`config.mk`:
```
export PLATFORM = sky130hd
export DESIGN_NAME = score_accumulator
export DESIGN_NICKNAME = d
export VERILOG_FILES = /design/src/rtl/score_accumulator.sv
export SDC_FILE = /design/constraint.sdc
export NUM_CORES = 1
export LEC_CHECK = 0
export CELL_PAD_IN_SITES_DETAIL_PLACEMENT = 1
export CELL_PAD_IN_SITES_GLOBAL_PLACEMENT = 2
export CORE_MARGIN = 1.5
export CORE_UTILIZATION = 30
export CTS_BUF_LIST = sky130_fd_sc_hd__clkbuf_8
export DETAILED_ROUTE_END_ITERATION = 6
export PLACE_DENSITY_LB_ADDON = 0.1
export SETUP_SLACK_MARGIN = 0.3
export SKIP_CTS_REPAIR_TIMING = 1
export SLEW_MARGIN = 20
export SYNTH_ARGS = -nofsm -noshare
export SYNTH_HDL_FRONTEND = slang
export SYNTH_SLANG_ARGS = --single-unit
```
`constraint.sdc`:
```
create_clock -name clk -period 4.9 [get_ports clk]
set_input_delay 0.98 -clock clk [delete_from_list [all_inputs] [get_ports clk]]
set_output_delay 0.98 -clock clk [all_outputs]
set_load 0.02 [all_outputs]
```
`src/rtl/score_accumulator.sv`:
```
// Per-round score engine: latches player identity, accumulates hit/miss over a fixed window,
// then reports the final score to the score tracker. Define STREAK_BONUS_EN for the streak bonus.
module score_accumulator #(
  parameter int ROUND_CYCLES = 1024,
  parameter int HIT_PTS      = 5,
  parameter int MISS_PTS     = 2,
  parameter int ACK_TIMEOUT  = 255
) (
  input  logic       clk,
  input  logic       rst,
  input  logic       start,
  input  logic       abort,
  input  logic [2:0] player_id,
  input  logic       guest,
  input  logic       hit,
  input  logic       miss,
  input  logic       valid,
  output logic       score_req,
  output logic [2:0] PlayerID,
  output logic       isGuest,
  output logic [6:0] score,
  output logic       busy,
  output logic       round_done,
  output logic       ack_err
);

  localparam int TW = (ROUND_CYCLES > 2) ? $clog2(ROUND_CYCLES) : 1;
  localparam int AW = (ACK_TIMEOUT > 1) ? $clog2(ACK_TIMEOUT + 1) : 1;
  localparam logic [TW-1:0] TIMER_LOAD = TW'(ROUND_CYCLES - 1);
  localparam logic [AW-1:0] ACK_LOAD   = AW'(ACK_TIMEOUT);

  typedef enum logic [2:0] {IDLE, PLAY, REPORT, WAIT_ACK, DONE} state_t;

  state_t        state;
  logic [TW-1:0] timer;
  logic [AW-1:0] ack_cnt;
  logic [7:0]    hit_sum;
  logic [7:0]    miss_diff;
  logic [6:0]    hit_score;
  logic [6:0]    miss_score;

`ifdef STREAK_BONUS_EN
  logic [1:0] streak;
`endif

  always_comb begin
    // NOTE: hit_sum takes its base value before the optional bonus so no path leaves it unassigned (no latch).
    hit_sum = {1'b0, score} + 8'(HIT_PTS);
`ifdef STREAK_BONUS_EN
    if (streak == 2'd3) hit_sum = hit_sum + 8'd1;
`endif
    miss_diff = {1'b0, score} - 8'(MISS_PTS);
  end

  // Both operands are at most 127, so bit 7 flags overflow past 127 or underflow below 0.
  assign hit_score  = hit_sum[7]   ? 7'd127 : hit_sum[6:0];
  assign miss_score = miss_diff[7] ? 7'd0   : miss_diff[6:0];

  // NOTE: every state and output register here uses non-blocking assignment so all updates see pre-edge values.
  always_ff @(posedge clk or negedge rst) begin
    if (!rst) begin
      state      <= IDLE;
      timer      <= '0;
      ack_cnt    <= '0;
      score_req  <= 1'b0;
      PlayerID   <= 3'd0;
      isGuest    <= 1'b0;
      score      <= 7'd0;
      busy       <= 1'b0;
      round_done <= 1'b0;
      ack_err    <= 1'b0;
`ifdef STREAK_BONUS_EN
      streak     <= 2'd0;
`endif
    end else begin
      round_done <= 1'b0;
      case (state)
        IDLE: begin
          if (start) begin
            PlayerID <= player_id;
            isGuest  <= guest;
            score    <= 7'd0;
            timer    <= TIMER_LOAD;
            ack_err  <= 1'b0;
            busy     <= 1'b1;
            state    <= PLAY;
`ifdef STREAK_BONUS_EN
            streak   <= 2'd0;
`endif
          end
        end

        PLAY: begin
          if (abort) begin
            busy  <= 1'b0;
            state <= IDLE;
          end else begin
            timer <= timer - TW'(1);
            if (hit && !miss) begin
              score <= hit_score;
`ifdef STREAK_BONUS_EN
              if (streak != 2'd3) streak <= streak + 2'd1;
`endif
            end else if (miss) begin
              // A simultaneous hit and miss cancel out but still break the streak.
              if (!hit) score <= miss_score;
`ifdef STREAK_BONUS_EN
              streak <= 2'd0;
`endif
            end
            if (timer == '0) state <= REPORT;
          end
        end

        REPORT: begin
          if (abort) begin
            busy  <= 1'b0;
            state <= IDLE;
          end else begin
            score_req <= 1'b1;
            ack_cnt   <= ACK_LOAD;
            state     <= WAIT_ACK;
          end
        end

        WAIT_ACK: begin
          if (abort) begin
            score_req <= 1'b0;
            busy      <= 1'b0;
            state     <= IDLE;
          end else if (valid) begin
            score_req  <= 1'b0;
            round_done <= 1'b1;
            state      <= DONE;
          end else if (ack_cnt <= AW'(1)) begin
            // Counter reaches zero this edge with no acknowledge: abandon the report.
            ack_cnt   <= '0;
            ack_err   <= 1'b1;
            score_req <= 1'b0;
            busy      <= 1'b0;
            state     <= IDLE;
          end else begin
            ack_cnt <= ack_cnt - AW'(1);
          end
        end

        DONE: begin
          busy  <= 1'b0;
          state <= IDLE;
        end

        default: begin
          score_req <= 1'b0;
          busy      <= 1'b0;
          state     <= IDLE;
        end
      endcase
    end
  end

endmodule

```
==> flow_summary.yaml, run 1 <==
grt:
  grt_pass1_wl_um: 9560
  grt_usage: 0.161
  grt_max_degree: 37
  grt_remaining_overflow: 0
  grt_pass1_vias: 1821
  grt_antenna_before_repair: 0
drt:
  wl_um: 5630
  drt-wirelength-per-cell_um: 15.9
  first_pass_iters: 6
  drtIter0Drc: 48
  vias_per_cell: 5.23
  route.detailed.drc: 0
  via_count: 1853
  route.antenna.remaining_nets: 0
synth:
  synth_seq_cells: 36
  syn_nets: 253
  synthDistinctLibCells: 59
  seq_area_frac_synth: 0.416
  synth_edf_count: 0
  async_flop_share: 1.00
  ys_warn_count: 0
  synth_flop_cell: "dfrtp_1"
  synth_cells: 235
  synth_area_um2: 2170
  synth.avg_cell_area_um2: 9.22
clocking:
  clk_latency_ns: 0.30
  clk_pin_slew_ns: 0.09
  htreeDepth: 2
  cts-root-buf: "clkbuf_8"
  cts.path.max_buffers: 2
  numCtsBuffers: 5
  cts.sinks: 36
  cts_tree: "built"
setup_path:
  startpoint_type: "input port"
  cp_max_fo: 8
  endpoint_kind: "flip-flop"
  cp.arrival_ns: 3.05
  crit_required_ns: 5.10
  worstSetupPathType: "in -> reg"
sta:
  slew_headroom: 0.409
  fmax_mhz: 351
  rsz0062_at_grt: "no"
  hold_viol_final: 0
  period_needed_ns: 2.85
  tns_ns: 0
  setup_violations: 0
  maxSlewViolCount: 0
  worst_pin_slew_ns: 0.886
  period_share: 0.581
  skew_ns: 0.0106
floorplan:
  core-area_um2: 6910
  dieArea_um2: 7740
  num_rows: 30
  initial_core_util: 0.314
  die_height_um: 88.0
  ios: 26
  die_x_um: 88.0
hold_path:
  min_path_type: "reg -> reg"
finish:
  n_antenna_cell: 0
  fin_area_um2: 2570
  area_growth_pct: 18.8
  final_nets: 275
  drive_gt1_frac: 0.0814
placed_design:
  io_buffers: 25
  hpwl_um: 3930
  gp_congestion: 0.795
  post_dp_cell_area_um2: 2480
power_and_ir_drop:
  leakagePower_nw: 0.993
  p_per_area_nw_per_um2: 535
  peakVddDrop_mv: 0.159
run_status:
  status: "finished clean"
run:
  drv_cap: 0
[cell usage in the layout (no fill, tap or decap), types with 2 or more instances in the layout]
master / netlist / layout
o21ai_0: 15 / 15
a221oi_1: 2 / 2
or4b_1: 2 / 2
nor4b_2: 2 / 2
o31ai_1: 2 / 2
o21a_1: 2 / 2
and2_1: 3 / 3
or3_1: 4 / 4
o22ai_1: 2 / 2
xor2_1: 5 / 5
xnor2_1: 2 / 2
clkdlybuf4s50_1: 0 / 24
nand2_1: 28 / 28
ha_1: 7 / 7
clkinvlp_4: 0 / 2
inv_1: 9 / 9
nor3_1: 6 / 6
mux2i_1: 2 / 2
nor2_1: 19 / 19
nor3b_1: 2 / 2
a211oi_1: 2 / 2
and3_1: 2 / 2
clkbuf_8: 0 / 5
a22o_1: 7 / 7
o32ai_1: 2 / 2
nand3_1: 7 / 7
nand2b_1: 3 / 3
dfrtp_1: 36 / 36
a21o_1: 3 / 3
nor2b_1: 3 / 3
nand4_1: 3 / 3
a21oi_1: 11 / 11
o211ai_1: 5 / 5
or2_2: 2 / 2
[area by class of cell]
| cell class | count | area [um^2] |
|---|---|---|
| fill | 823 | 4330 |
| multi-input combinational | 179 | 1170 |
| sequential | 36 | 901 |
| timing repair buffer | 26 | 253 |
| tap | 96 | 120 |
| clock buffer | 5 | 68.8 |
| inverter | 9 | 33.8 |
| clock inverter | 3 | 23.8 |
[final timing paths]
check                      depth (start not counted)  slack (ns)          end         from
setup / recovery                                   5        2.05     score[5]        abort
hold / removal                                     2        0.49  PlayerID[2]  PlayerID[2]
setup reg to reg                                   4        2.44     score[5]     state[0]
hold reg to reg                                    2        0.49  PlayerID[2]  PlayerID[2]
max in group asynchronous                          1        3.55   ack_cnt[6]          rst
min in group asynchronous                          1        0.80     timer[9]          rst
[metal layers]
metal  wire length (um)  vias up  track usage
met4                 62        0       0.0462
met2               2540       28        0.245
met5                  0        -            0
li1                   -      913            -
met3                161        5       0.0358
met1               2870      907        0.227
[worst max-delay path, cell delays in order]
cell and delay [ns]:
clkdlybuf4s50_1 0.52, or4b_1 0.68, nor2_1 0.51, a41oi_1 0.20, o32ai_1 0.14
[kinds of logic after synthesis]
kind of cell	after synthesis	share of synthesized area
multiplexers	2	0.00924
AND/OR/NAND/NOR	97	0.250
adder cells (fa/ha/maj)	7	0.0404
XOR/XNOR	7	0.0283
buffers and inverters	20	0.0427
flip-flops	36	0.416
AO/OA/AOI/OAI	66	0.214
[metrics by stage]
| stage | hold WS [ns] | instances | setup slack (ns) | total power, W | util |
|---|---|---|---|---|---|
| 6_report | 0.486 | 354 | 2.05 | 0.00138 | 0.373 |
| 5_1_grt | 0.515 | 354 | 1.91 | 0.00150 | 0.373 |
| 4_1_cts | 0.492 | 354 | 2.06 | 0.00140 | 0.373 |
| 3_5_place_dp | 0.471 | 346 | 1.74 | 0.00116 | 0.359 |
| 3_3_place_gp | 0.458 | 346 | 1.83 | 0.00116 | 0.359 |
| 2_1_floorplan | 0.458 | 235 | 2.62 | 0.000946 | - |
[report_power, final]
part	switching (W)	internal, W	total, W
logic	0.000328	0.000280	0.000608
clock network	0.000123	0.000101	0.000224
registers	0.000155	0.000389	0.000544
[synthesized netlist by cell type (3+ instances only)]
| cell | instances | area [um^2] |
|---|---|---|
| nand4_1 | 3 | 18.8 |
| nand2b_1 | 3 | 18.8 |
| inv_1 | 9 | 33.8 |
| o21ai_0 | 15 | 75.1 |
| a22o_1 | 7 | 61.3 |
| xor2_1 | 5 | 43.8 |
| nor2_1 | 19 | 71.3 |
| or3_1 | 4 | 25.0 |
| a21oi_1 | 11 | 55.1 |
| nand2_1 | 28 | 105 |
| ha_1 | 7 | 87.6 |
| a21o_1 | 3 | 22.5 |
| clkbuf_1 | 6 | 22.5 |
| dfrtp_1 | 36 | 901 |
| o211ai_1 | 5 | 37.5 |
| nor3_1 | 6 | 30.0 |
| and2_1 | 3 | 18.8 |
| nor2b_1 | 3 | 18.8 |
| nand3_1 | 7 | 35.0 |
[registers in the layout (all words and copies together) (netlist names), 3 cells and up]
| name | flops |
|---|---|
| PlayerID | 3 |
| ack_cnt | 8 |
| score | 7 |
| state | 3 |
| timer | 10 |
Note: power is estimated with default switching activity, not from simulation.
==> run 2: changes to the inputs <==
==> constraint.sdc (replaced) <==
create_clock -name clk -period 2.5 [get_ports clk]
set_input_delay 0.5 -clock clk [delete_from_list [all_inputs] [get_ports clk]]
set_output_delay 0.5 -clock clk [all_outputs]
set_load 0.02 [all_outputs]
==> flow_summary.yaml, run 2 (synthesized netlist as in run 1, its figures left out) <==
clocking:
  clk_pin_slew_ns: 0.08
  cts.path.max_buffers: 2
  htreeDepth: 2
  cts.sinks: 36
  cts-root-buf: "clkbuf_8"
  cts_tree: "built"
  clk_latency_ns: 0.30
  numCtsBuffers: 5
setup_path:
  endpoint_kind: "flip-flop"
  worst_path_max_delay_cell: "or4b_1"
  worstPathCellList: "clkdlybuf4s50_1 > or4b_1 > a211oi_2 > nor4b_2 > a221o_1"
  critical-path-max-stage-delay_ns: 0.65
  cp_max_fo: 7
  cpLargestDelayFamily: "simple AND/OR/NAND/NOR gates"
  worstSetupPathType: "in -> reg"
  startpoint_type: "input port"
  crit_required_ns: 2.74
  cp.arrival_ns: 2.36
  critical_path_buf_inv_count: 1
sta:
  worst_pin_slew_ns: 0.874
  period_share: 0.848
  rsz0062_at_grt: "yes"
  hold_viol_final: 0
  skew_ns: 0.00648
  period_needed_ns: 2.12
  tns_ns: 0
  fmax_mhz: 472
  maxSlewViolCount: 0
  fin_hold_ws_ns: 0.308
  slew_headroom: 0.417
  setup_violations: 0
grt:
  grt_pass1_vias: 2012
  grt_usage: 0.168
  grt_remaining_overflow: 0
  grt_antenna_before_repair: 0
  grt_pass1_wl_um: 10000
  grt_max_degree: 37
floorplan:
  die_height_um: 88.0
  ios: 26
  die_x_um: 88.0
  initial_core_util: 0.314
  num_rows: 30
  dieArea_um2: 7740
  core-area_um2: 6910
finish:
  fill_cells: 845
  area_growth_pct: 24.5
  seqCellArea_um2: 901
  regMostFlops: "timer"
  largest_reg_flops: 10
  top_regs: "timer (10), ack_cnt (8), score (7)"
  n_antenna_cell: 0
  multiInputGateArea_um2: 1180
  drive_gt1_frac: 0.129
  final_nets: 289
  layout_common_cells: "36 x dfrtp_1, 28 x nand2_1, 24 x clkdlybuf4s50_1, 19 x nor2_1, 15 x o21ai_0"
  final_common_cell: "dfrtp_1"
drt:
  route.detailed.drc: 0
  wl_um: 5880
  first_pass_iters: 4
  via_count: 1910
  vias_per_cell: 5.19
  drtIter0Drc: 68
  route.antenna.remaining_nets: 0
  drt-wirelength-per-cell_um: 16.0
run:
  drv_cap: 0
run_status:
  status: "finished clean"
power_and_ir_drop:
  p_per_area_nw_per_um2: 1060
  leakagePower_nw: 1.08
  peakVddDrop_mv: 0.343
placed_design:
  hpwl_um: 4220
  io_buffers: 25
  gp_congestion: 0.765
hold_path:
  min_path_type: "in -> async"
-- run 2: worst paths after layout --
kind | from | endpoint | slack (ns) | depth (start not counted)
max | abort | score[6] | 0.38 | 5
min | rst | timer[4] | 0.31 | 1
max reg2reg | state[1] | score[6] | 0.41 | 4
min reg2reg | isGuest | isGuest | 0.48 | 2
max in group asynchronous | rst | ack_cnt[3] | 1.63 | 1
min in group clk | isGuest | isGuest | 0.48 | 2
-- run 2: area by class of cell --
cell class / count / share of cell area
multi-input combinational: 179 / 0.437
sequential: 36 / 0.334
timing repair buffer: 40 / 0.137
tap: 96 / 0.0445
clock buffer: 6 / 0.0306
inverter: 9 / 0.0125
clock inverter: 2 / 0.00417
-- run 2: metal layers --
metal	routed length, um	global-route usage
met5	0	0
met1	2930	0.222
met2	2730	0.271
met3	126	0.0330
met4	92	0.0649
-- run 2: metrics by stage --
stage	cell area [um^2]	setup WS, ns	util	instances	total power, W
finish	2700	0.380	0.391	368	0.00287
global route	2700	0.292	0.391	368	0.00310
CTS	2690	0.409	0.390	368	0.00291
detailed placement	2600	0.0895	0.376	360	0.00244
global placement	2600	0.126	0.376	360	0.00244
floorplan	2170	0.343	-	235	0.00185
-- run 2: power breakdown --
group | switching, W | internal (W) | leakage [nW] | total, W
Sequential | 0.000209 | 0.000764 | 0.404 | 0.000973
Clock | 0.000231 | 0.000220 | 0.0486 | 0.000451
Combinational | 0.000787 | 0.000660 | 0.623 | 0.00145
==> patch (settings of run 2) <==
Set the parameter `ACK_TIMEOUT` to 510 (it was 255).
--- a/src/rtl/score_accumulator.sv
+++ b/src/rtl/score_accumulator.sv
@@ -5,5 +5,5 @@
   parameter int HIT_PTS      = 5,
   parameter int MISS_PTS     = 2,
-  parameter int ACK_TIMEOUT  = 255
+  parameter int ACK_TIMEOUT  = 510
 ) (
   input  logic       clk,
Formal check against the unedited RTL: no difference found for any inputs over 10 cycles, from zero or initial values and one cycle with rst low; that may be too few to reach the edited logic, so the function may still have changed.
==> patch against run 2 <==
  * Routed wire length up 3.6%
  * Synthesized area up 4.0%
  * Cell area up 1.6%
  * Synthesized cell count up 4.7%
  * Clock power down 11%
  * Sequential cell count up 1
  * Register-to-register slack better by 80 ps
  * Total power down 11%
  * Setup slack better by 40 ps
  * Non-clock buffer count down 3
  * Critical path type is now flip-flop to primary output
==> patch: results (changes against run 2) <==
WHS - 316 ps (was 308 ps)
skew final - 6.33 ps (was 6.48 ps)
flop2flop setup slack - 490 ps (was 410 ps)
status - finished clean (unchanged)
vias in the first global route - 2041 (was 2012)
global-route wire length before repair - 10.3 mm (was 10.0 mm)
synth cell count leaders - dfrtp_1 (37), nand2_1 (24), nor2_1 (18) (was dfrtp_1 (36), nand2_1 (28), nor2_1 (19))
largest net degree at the start of global routing - 38 (was 37)
Worst R2R Path Depth - 6 (was 4)
1st-iter DRT viols - 33 (was 68)
registers with the most flip-flops - timer (10), ack_cnt (9), score (7) (was timer (10), ack_cnt (8), score (7))
crit path DAT - 1580 ps (was 2360 ps)
Antenna diodes - 0 (unchanged)
critical path's largest stage delay - 690 ps (was 650 ps)
post-DP HPWL - 4.43 mm (was 4.22 mm)
launch point of the worst reg-to-reg path - score[1] (was state[1])
Tightest Pin Transition - 871 ps (was 874 ps)
DP Worst Slack - 154 ps (was 89.5 ps)
Slowest-stage cell, CP - clkdlybuf4s50_1 (was or4b_1)
clock buffer depth - 2 (unchanged)
Clk. pwr - 0.000401 W (was 0.000451 W)
Placer Congestion - 0.775 (was 0.765)
Yosys warning count - 0 (unchanged)
vias per cell - 5.23 (was 5.19)
nets@finish - 295 (was 289)
worst r2r dst - score[6] (unchanged)
Seq/Total Area, Yosys - 41.1% (was 41.6%)
leakage - 1.07 nW (was 1.08 nW)
Max FO, Critical Path - 14 (was 7)
fraction of layout cells with a size suffix above 1 - 9.35% (was 12.9%)
total track usage - 17.1% (was 16.8%)
CP delay by family, top - buffers and inverters (was simple AND/OR/NAND/NOR gates)
Yosys cell types - 51 (was 59)
Initial DRT Pass Iterations - 4 (unchanged)
syn nets - 264 (was 253)
sequential share of power - 38.1% (was 33.9%)
dominant cells by area after synthesis - dfrtp_1 (41%), nand2_1 (4.0%), ha_1 (3.9%), o211a_1 (3.1%), nor2_1 (3.0%) (was dfrtp_1 (42%), nand2_1 (4.8%), ha_1 (4.0%), o21ai_0 (3.5%), nor2_1 (3.3%))
Power Total - 0.00257 W (was 0.00287 W)
placed cell area - 0.00265 mm^2 (was 0.00260 mm^2)
Worst VDD drop - 0.404 mV (was 0.343 mV)
initial antenna violation count - 0 (unchanged)
drt wl/cell - 16.2 um (was 16.0 um)
Net Sw Frac - 41.9% (was 42.7%)
patch: cell types whose count changed in the layout (fill, tap and decap cells not counted), sizes merged, moves of 4 or more:
cell / run 2 / this run
mux2: 0 / 4
nor3: 7 / 13
a22o: 7 / 2
a211o: 0 / 4
o211a: 0 / 7
o21ai: 15 / 11
a21oi: 12 / 8
nand2: 28 / 24
nand3: 7 / 13
nor2b: 3 / 7
patch: through the flow:
step	util (%)	std cells
floorplan	-	246
global placement	36.5	369
detailed placement	36.5	369
CTS	37.6	377
global route	37.8	377
finish	37.8	377
patch: worst max-delay path by stage:
stage                  start        to  slack [ps]  depth (start not counted)
CTS                 score[1]  score[6]         380                          6
floorplan           score[2]  score[5]         570                          6
detailed placement     abort  timer[8]         150                          5
global route        score[1]  score[1]         280                          6
global placement       abort  timer[8]         210                          5
finish              score[4]  score[4]         420                          1
patch: cell families (layout without fill, tap and decap cells):
logic type | after synthesis | after routing | synth area share, %
AO/OA/AOI/OAI | 66 | 66 | 22.0
XOR/XNOR | 4 | 4 | 1.55
adder cells (fa/ha/maj) | 8 | 8 | 4.33
buffers and inverters | 22 | 54 | 4.28
flip-flops | 37 | 37 | 41.1
multiplexers | 4 | 4 | 2.00
AND/OR/NAND/NOR | 105 | 105 | 24.8
patch: area by class of cell:
cell class / count / area, um^2
Fill cell: 857 / 4510
Multi-Input combinational cell: 187 / 1240
Sequential cell: 37 / 926
Timing Repair Buffer: 37 / 335
Tap cell: 99 / 124
Clock buffer: 5 / 68.8
Inverter: 9 / 33.8
Clock inverter: 3 / 11.3
patch: routing by layer:
metal | share of wire [%] | vias to the layer above | track usage (%)
li1 | - | 970 | -
met1 | 49 | 974 | 22.5
met2 | 47 | 24 | 28.2
met3 | 2.9 | 5 | 3.29
met4 | 1.3 | 0 | 5.45
met5 | 0 | - | 0
